===== config.mk =====
export PLATFORM = sky130hd
export DESIGN_NAME = fifo_sync
export DESIGN_NICKNAME = d
export VERILOG_FILES = /design/src/rtl/fifo_sync.sv
export SDC_FILE = /design/constraint.sdc
export NUM_CORES = 1
export LEC_CHECK = 0
export CAP_MARGIN = 25
export CELL_PAD_IN_SITES_DETAIL_PLACEMENT = 1
export CELL_PAD_IN_SITES_GLOBAL_PLACEMENT = 2
export CORE_MARGIN = 1.5
export CORE_UTILIZATION = 50
export DETAILED_ROUTE_END_ITERATION = 8
export GPL_ROUTABILITY_DRIVEN = 0
export GPL_TIMING_DRIVEN = 0
export PLACE_DENSITY_LB_ADDON = 0.1
export SLEW_MARGIN = 0
export SYNTH_ARGS = -nofsm -noshare
export SYNTH_HDL_FRONTEND = slang
export SYNTH_SLANG_ARGS = --single-unit

===== constraint.sdc =====
create_clock -name clk -period 4.3 [get_ports clk]
set_input_delay 0.645 -clock clk [delete_from_list [all_inputs] [get_ports clk]]
set_output_delay 0.645 -clock clk [all_outputs]
set_load 0.1 [all_outputs]

===== src/rtl/fifo_sync.sv =====
// Single-clock FIFO: DEPTH = 2**ADDR_WIDTH words of DATA_WIDTH bits.
// Illegal pushes (full) and pops (empty) are silently dropped.
//
// Ports:
//   clk      in  single clock, all state on rising edge
//   rst_n    in  async active-low reset
//   wr_en    in  push request
//   rd_en    in  pop request
//   data_in  in  word to push
//   data_out out registered word of the last accepted pop
//   full     out registered, DEPTH words stored
//   empty    out registered, no words stored
module fifo_sync #(
  parameter int DATA_WIDTH = 8,
  parameter int ADDR_WIDTH = 4
) (
  input  logic                  clk,
  input  logic                  rst_n,
  input  logic                  wr_en,
  input  logic                  rd_en,
  input  logic [DATA_WIDTH-1:0] data_in,
  output logic [DATA_WIDTH-1:0] data_out,
  output logic                  full,
  output logic                  empty
);

  localparam int DEPTH = 1 << ADDR_WIDTH;
  localparam logic [ADDR_WIDTH:0] PTR_ONE = 1;

  logic [DATA_WIDTH-1:0] r_mem [DEPTH];
  logic [ADDR_WIDTH:0]   r_wr_ptr;
  logic [ADDR_WIDTH:0]   r_rd_ptr;
  logic [DATA_WIDTH-1:0] r_data_out;
  logic                  r_full;
  logic                  r_empty;

  logic                  w_write_ok;
  logic                  w_read_ok;
  logic [ADDR_WIDTH:0]   w_wr_next;
  logic [ADDR_WIDTH:0]   w_rd_next;
  logic                  w_full_next;
  logic                  w_empty_next;

  // Accept decisions use the registered (pre-edge) flags.
  assign w_write_ok = wr_en & ~r_full;
  assign w_read_ok  = rd_en & ~r_empty;

  assign w_wr_next = w_write_ok ? r_wr_ptr + PTR_ONE
                                : r_wr_ptr;
  assign w_rd_next = w_read_ok ? r_rd_ptr + PTR_ONE
                               : r_rd_ptr;

  // Wrap bit distinguishes full from empty when
  // the low address bits coincide.
  assign w_empty_next = (w_wr_next == w_rd_next);
  assign w_full_next  =
    (w_wr_next[ADDR_WIDTH] != w_rd_next[ADDR_WIDTH]) &&
    (w_wr_next[ADDR_WIDTH-1:0] ==
     w_rd_next[ADDR_WIDTH-1:0]);

  // Storage is not reset; stale words are unreachable
  // once the pointers are cleared.
  always_ff @(posedge clk) begin
    if (w_write_ok)
      r_mem[r_wr_ptr[ADDR_WIDTH-1:0]] <= data_in;
  end

  always_ff @(posedge clk or negedge rst_n) begin
    if (!rst_n) begin
      r_wr_ptr   <= '0;
      r_rd_ptr   <= '0;
      r_data_out <= '0;
      r_full     <= 1'b0;
      r_empty    <= 1'b1;
    end else begin
      r_wr_ptr <= w_wr_next;
      r_rd_ptr <= w_rd_next;
      r_full   <= w_full_next;
      r_empty  <= w_empty_next;
      if (w_read_ok)
        r_data_out <= r_mem[r_rd_ptr[ADDR_WIDTH-1:0]];
    end
  end

  assign data_out = r_data_out;
  assign full     = r_full;
  assign empty    = r_empty;

endmodule


## Yosys cells after proc, flatten, opt, wreduce, memory -nomap -nowiden

Memory sizes are Yosys's and may differ from the RTL's. A register that Yosys moved wholly into a read port is not among the register bits.
Cells that the tools add are included.

| word-level totals | value |
|---|---|
| register bits | 12 |
| bits in writable memories | 128 |
| input bits | 12 |
| output and inout port bits | 10 |
| word-level logic and storage cells | 20 |
| memories kept | 1 |

Memory list:

| memory | words | bits a word | rd ports | clocked after memory_dff | write ports | line | RTL |
|---|---|---|---|---|---|---|---|
| r_mem | 16 | 8 | 1 | 1 | 1 | 30 | `logic [DATA_WIDTH-1:0] r_mem [DEPTH];` |

| operators by class | value |
|---|---|
| add/subtract/negate cells | 2 |
| equality and inequality tests | 3 |
| mux-type cells | 4 |
| bitwise operators | 4 |
| reduce and logical (&&, ||, !) cells | 2 |

Operators with widths:

| kind | count |
|---|---|
| $add A5 B1 Y5 const B | 2 |
| $mux W5 | 2 |
| $eq A5 B5 Y1 | 1 |
| $eq A4 B4 Y1 | 1 |
| $and A1 B1 Y1 | 2 |
| $mux W1 | 2 |
| $not A1 Y1 | 2 |
| $logic_and A1 B1 Y1 | 1 |
| $logic_not A1 Y1 | 1 |
| $ne A1 B1 Y1 | 1 |

## Logic depth before layout (Yosys ltp)

| logic depth | value |
|---|---|
| depth after elaboration | 5 |
| depth in mapped cells | 7 |
| gate-level depth less buffers | 6 |

## Worst setup path before layout

OpenSTA, ideal clock, no wires.

| path | value |
|---|---|
| path type | reg-to-reg |
| start | register r_full (netlist: full) |
| end | register r_empty (netlist: empty) |
| library setup time | 0.084 ns |
| arrival | 2.129 ns |
| data required time | 4.216 ns |
| slack | 2.087 ns |
| stages on the path, launching flop included | 6 |
| path buffers | 0 |
| clock period less this slack | 2.213 ns |
| cells stage by stage | dfrtp_1 nand2b_1 nor2_1 xnor2_1 xnor2_1 nor3b_1 |

| on the way | value |
|---|---|
| longest elaborated chain between the ends | 4 |

RTL lines:

| element | line | RTL |
|---|---|---|
| start: declaration | 34 | `logic r_full;` |
| start signal: assignment | 78 | `r_full <= w_full_next;` |
| $not A1 Y1 | 45 | `assign w_write_ok = wr_en & ~r_full;` |
| $and A1 B1 Y1 | 45 |  |
| $mux W5 | 48 | `assign w_wr_next = w_write_ok ? r_wr_ptr + PTR_ONE` |
| $eq A5 B5 Y1 | 55 | `assign w_empty_next = (w_wr_next == w_rd_next);` |
| via w_empty_next | 42 | `logic w_empty_next;` |
| end signal: assignment | 79 | `r_empty <= w_empty_next;` |
| end: declaration | 35 | `logic r_empty;` |

The timed path passes the listed nets, and every way through them passes these cells.

## Worst setup path in the final report

| path | value |
|---|---|
| start | register r_empty (netlist: empty) |
| end | output port empty |

RTL lines:

| element | line | RTL |
|---|---|---|
| end: declaration | 24 | `output logic empty` |

No word-level cell between the ends.

==> qor.csv <==
metric,value,unit
path_clk_slew,0.06,ns
cp.arrival,2.10,ns
final_area,6932,µm²
synth_warnings,0,
ys_types,32,
fin_hold_ws,0.5193,ns
place_area,6366,µm²
end_kind,primary output,
hold_viol_final,0,
setup_viol,0,
status,completed,
instances_no_fill,535,
rows,39,
p_total,5.234,mW
start_util,0.5170,
ant_nets,0,
synth_cells,333,
fillers,1003,
cts_tree,yes,
drc_errors,0,
startpoint_type,flip-flop,
rsz0062_at_grt,no,
drive_above_1_share,0.1939,
period_share,0.6394,
slowest_stage,clkdlybuf4s50_1,
dp_cells,504,
cts_sinks,148,
seqPwrFrac,0.364,
synth.most_common_cell,edfxtp_1,
synth-edff-count,128,
ctsResizeCount,0,
cp_cell_sequence,clkdlybuf4s50_1,
area_growth,16.93,%
critical_path_class,reg -> out,
grt_antenna_before_repair,0,
grt_overflow,0,
grt_first_pass_wirelength,20360,µm
clk_latency,0.42,ns
clock_skew,0.005954,ns
period_needed,2.749,ns
initialDrtViolationCount,144,
utilization,0.6045,
critPathTopFamily,buffers and inverters,
fin_setup_tns,0,ns
critical_path.max_fanout,5,
syn_area,5928,µm²
antennaDiodeCount,0,
cp_num_buf_inv,1,
first_global_vias,3330,
ys_async_sr_fraction,0.1351,
synth_largest_area_cell,edfxtp_1,
fin_ws,1.551,ns
hpwl,8780,µm
cts_buffer_depth,2,
power_density,755.0,nW/µm²
io_pins,22,
multi_input_area,1473,µm²
p_switching,1.901,mW
ctsHoldBuffers,0,
design.core.area,11470,µm²
drv_slew,0,
comb_power_share,0.366,
track_usage,0.2323,
via_per_inst,5.684,
first_pass_iters,4,
ys_top_cells_by_count,"edfxtp_1 (128), mux2i_1 (32), dfrtp_1 (19), nand3_1 (18)",
synth_fp_nets,350,
cts_max_level,4,
yosysSeqAreaShare,0.7330,
cts_buffers,17,
vias,3041,
slew_headroom,0.3464,
post_drt_wl_per_cell,25.05,µm
leakagePower,2.434,nW
fmax,363.7,MHz
tightest_slew,0.9773,ns
ys_top_cells_by_area,"edfxtp_1 (65%), dfrtp_1 (8.0%), mux4_2 (6.1%)",
max-cap-violations,0,
max_stage_delay,1.13,ns
io_buffers,21,
p_int,3.332,mW
dpl_worst_slack,1.576,ns
synth_seq_cells,148,
hold_path.class,reg -> reg,
required,3.65,ns
fin_nets,397,
wl,13400,µm
dieArea,12520,µm²
seq_area,4345,µm²
root_buffer,clkbuf_16,
post_cts_buffers,0,
power_switching_share,0.3633,
clkPwrFrac,0.269,
synth_ff_type,edfxtp_1,
grt_max_degree,21,
die_h,111.9,µm
ir_worst_vdd,0.0004280,V
yosysTopAreaCellShare,0.6484,
syn_area_per_cell,17.80,µm²
die_w,111.9,µm
-- kinds of logic after synthesis --
group                      synth area share
AOI/OAI and AO/OA                   0.02702
xor gates and xnor gates            0.01921
adders and majority gates           0.01055
buffers and inverters               0.01857
DFF                                  0.7330
muxes                                0.1344
and+or+nand+nor                     0.05720
-- routing by layer --
layer	routed length, µm	vias up	track usage
met4	234	0	0.07426
li1	-	1398	-
met3	418	16	0.05770
met2	7011	55	0.3911
met1	5736	1572	0.2989
met5	0	-	0
-- registers in the layout (all words and copies together), names as in the netlist --
name,flops
data_out,8
r_rd_ptr,5
empty,1
r_wr_ptr,5
full,1
r_mem,128
-- worst paths after layout --
| path | slack, ns | start | to | cells after the start |
|---|---|---|---|---|
| setup / recovery | 1.55 | empty$_DFF_PN1_ | empty | 1 |
| hold / removal | 0.52 | r_wr_ptr[4]$_DFF_PN0_ | r_wr_ptr[4]$_DFF_PN0_ | 2 |
| setup reg to reg | 2.10 | r_wr_ptr[1]$_DFF_PN0_ | r_mem[5][2]$_DFFE_PP_ | 4 |
| hold reg to reg | 0.52 | r_wr_ptr[4]$_DFF_PN0_ | r_wr_ptr[4]$_DFF_PN0_ | 2 |
| max in group asynchronous | 2.98 | rst_n | r_rd_ptr[4]$_DFF_PN0_ | 1 |
| min in group asynchronous | 0.75 | rst_n | data_out[0]$_DFFE_PN0P_ | 1 |
-- layout by cell type (no fill, tap or decap), drive strengths merged, types with 10 or more instances in the layout --
cell type / count
nor2: 11
dfrtp: 19
nand3: 18
mux4: 16
mux2i: 32
mux2: 10
edfxtp: 128
clkdlybuf4s50: 21
buf: 21
a22oi: 16
clkbuf: 20
-- cell type report --
| type | instances | area share |
|---|---|---|
| flip-flops and latches | 148 | 0.6269 |
| multi-input cells | 165 | 0.2125 |
| clock buffers | 18 | 0.06191 |
| repair buffers | 28 | 0.03736 |
| well taps | 143 | 0.02581 |
| clock inverters | 13 | 0.01968 |
| plain buffers | 16 | 0.01372 |
| inverters | 4 | 0.002166 |
-- power by group through the flow --
stage               Sequential (mW)  Combinational (mW)  Clock, mW
floorplan                      2.24                1.04          0
global placement               1.93                1.87          0
detailed placement             1.94                1.91          0
CTS                            1.91                1.94       1.42
global route                   1.93                2.04       1.48
finish                         1.91                1.92       1.41
(Power assumes the default switching activity.)
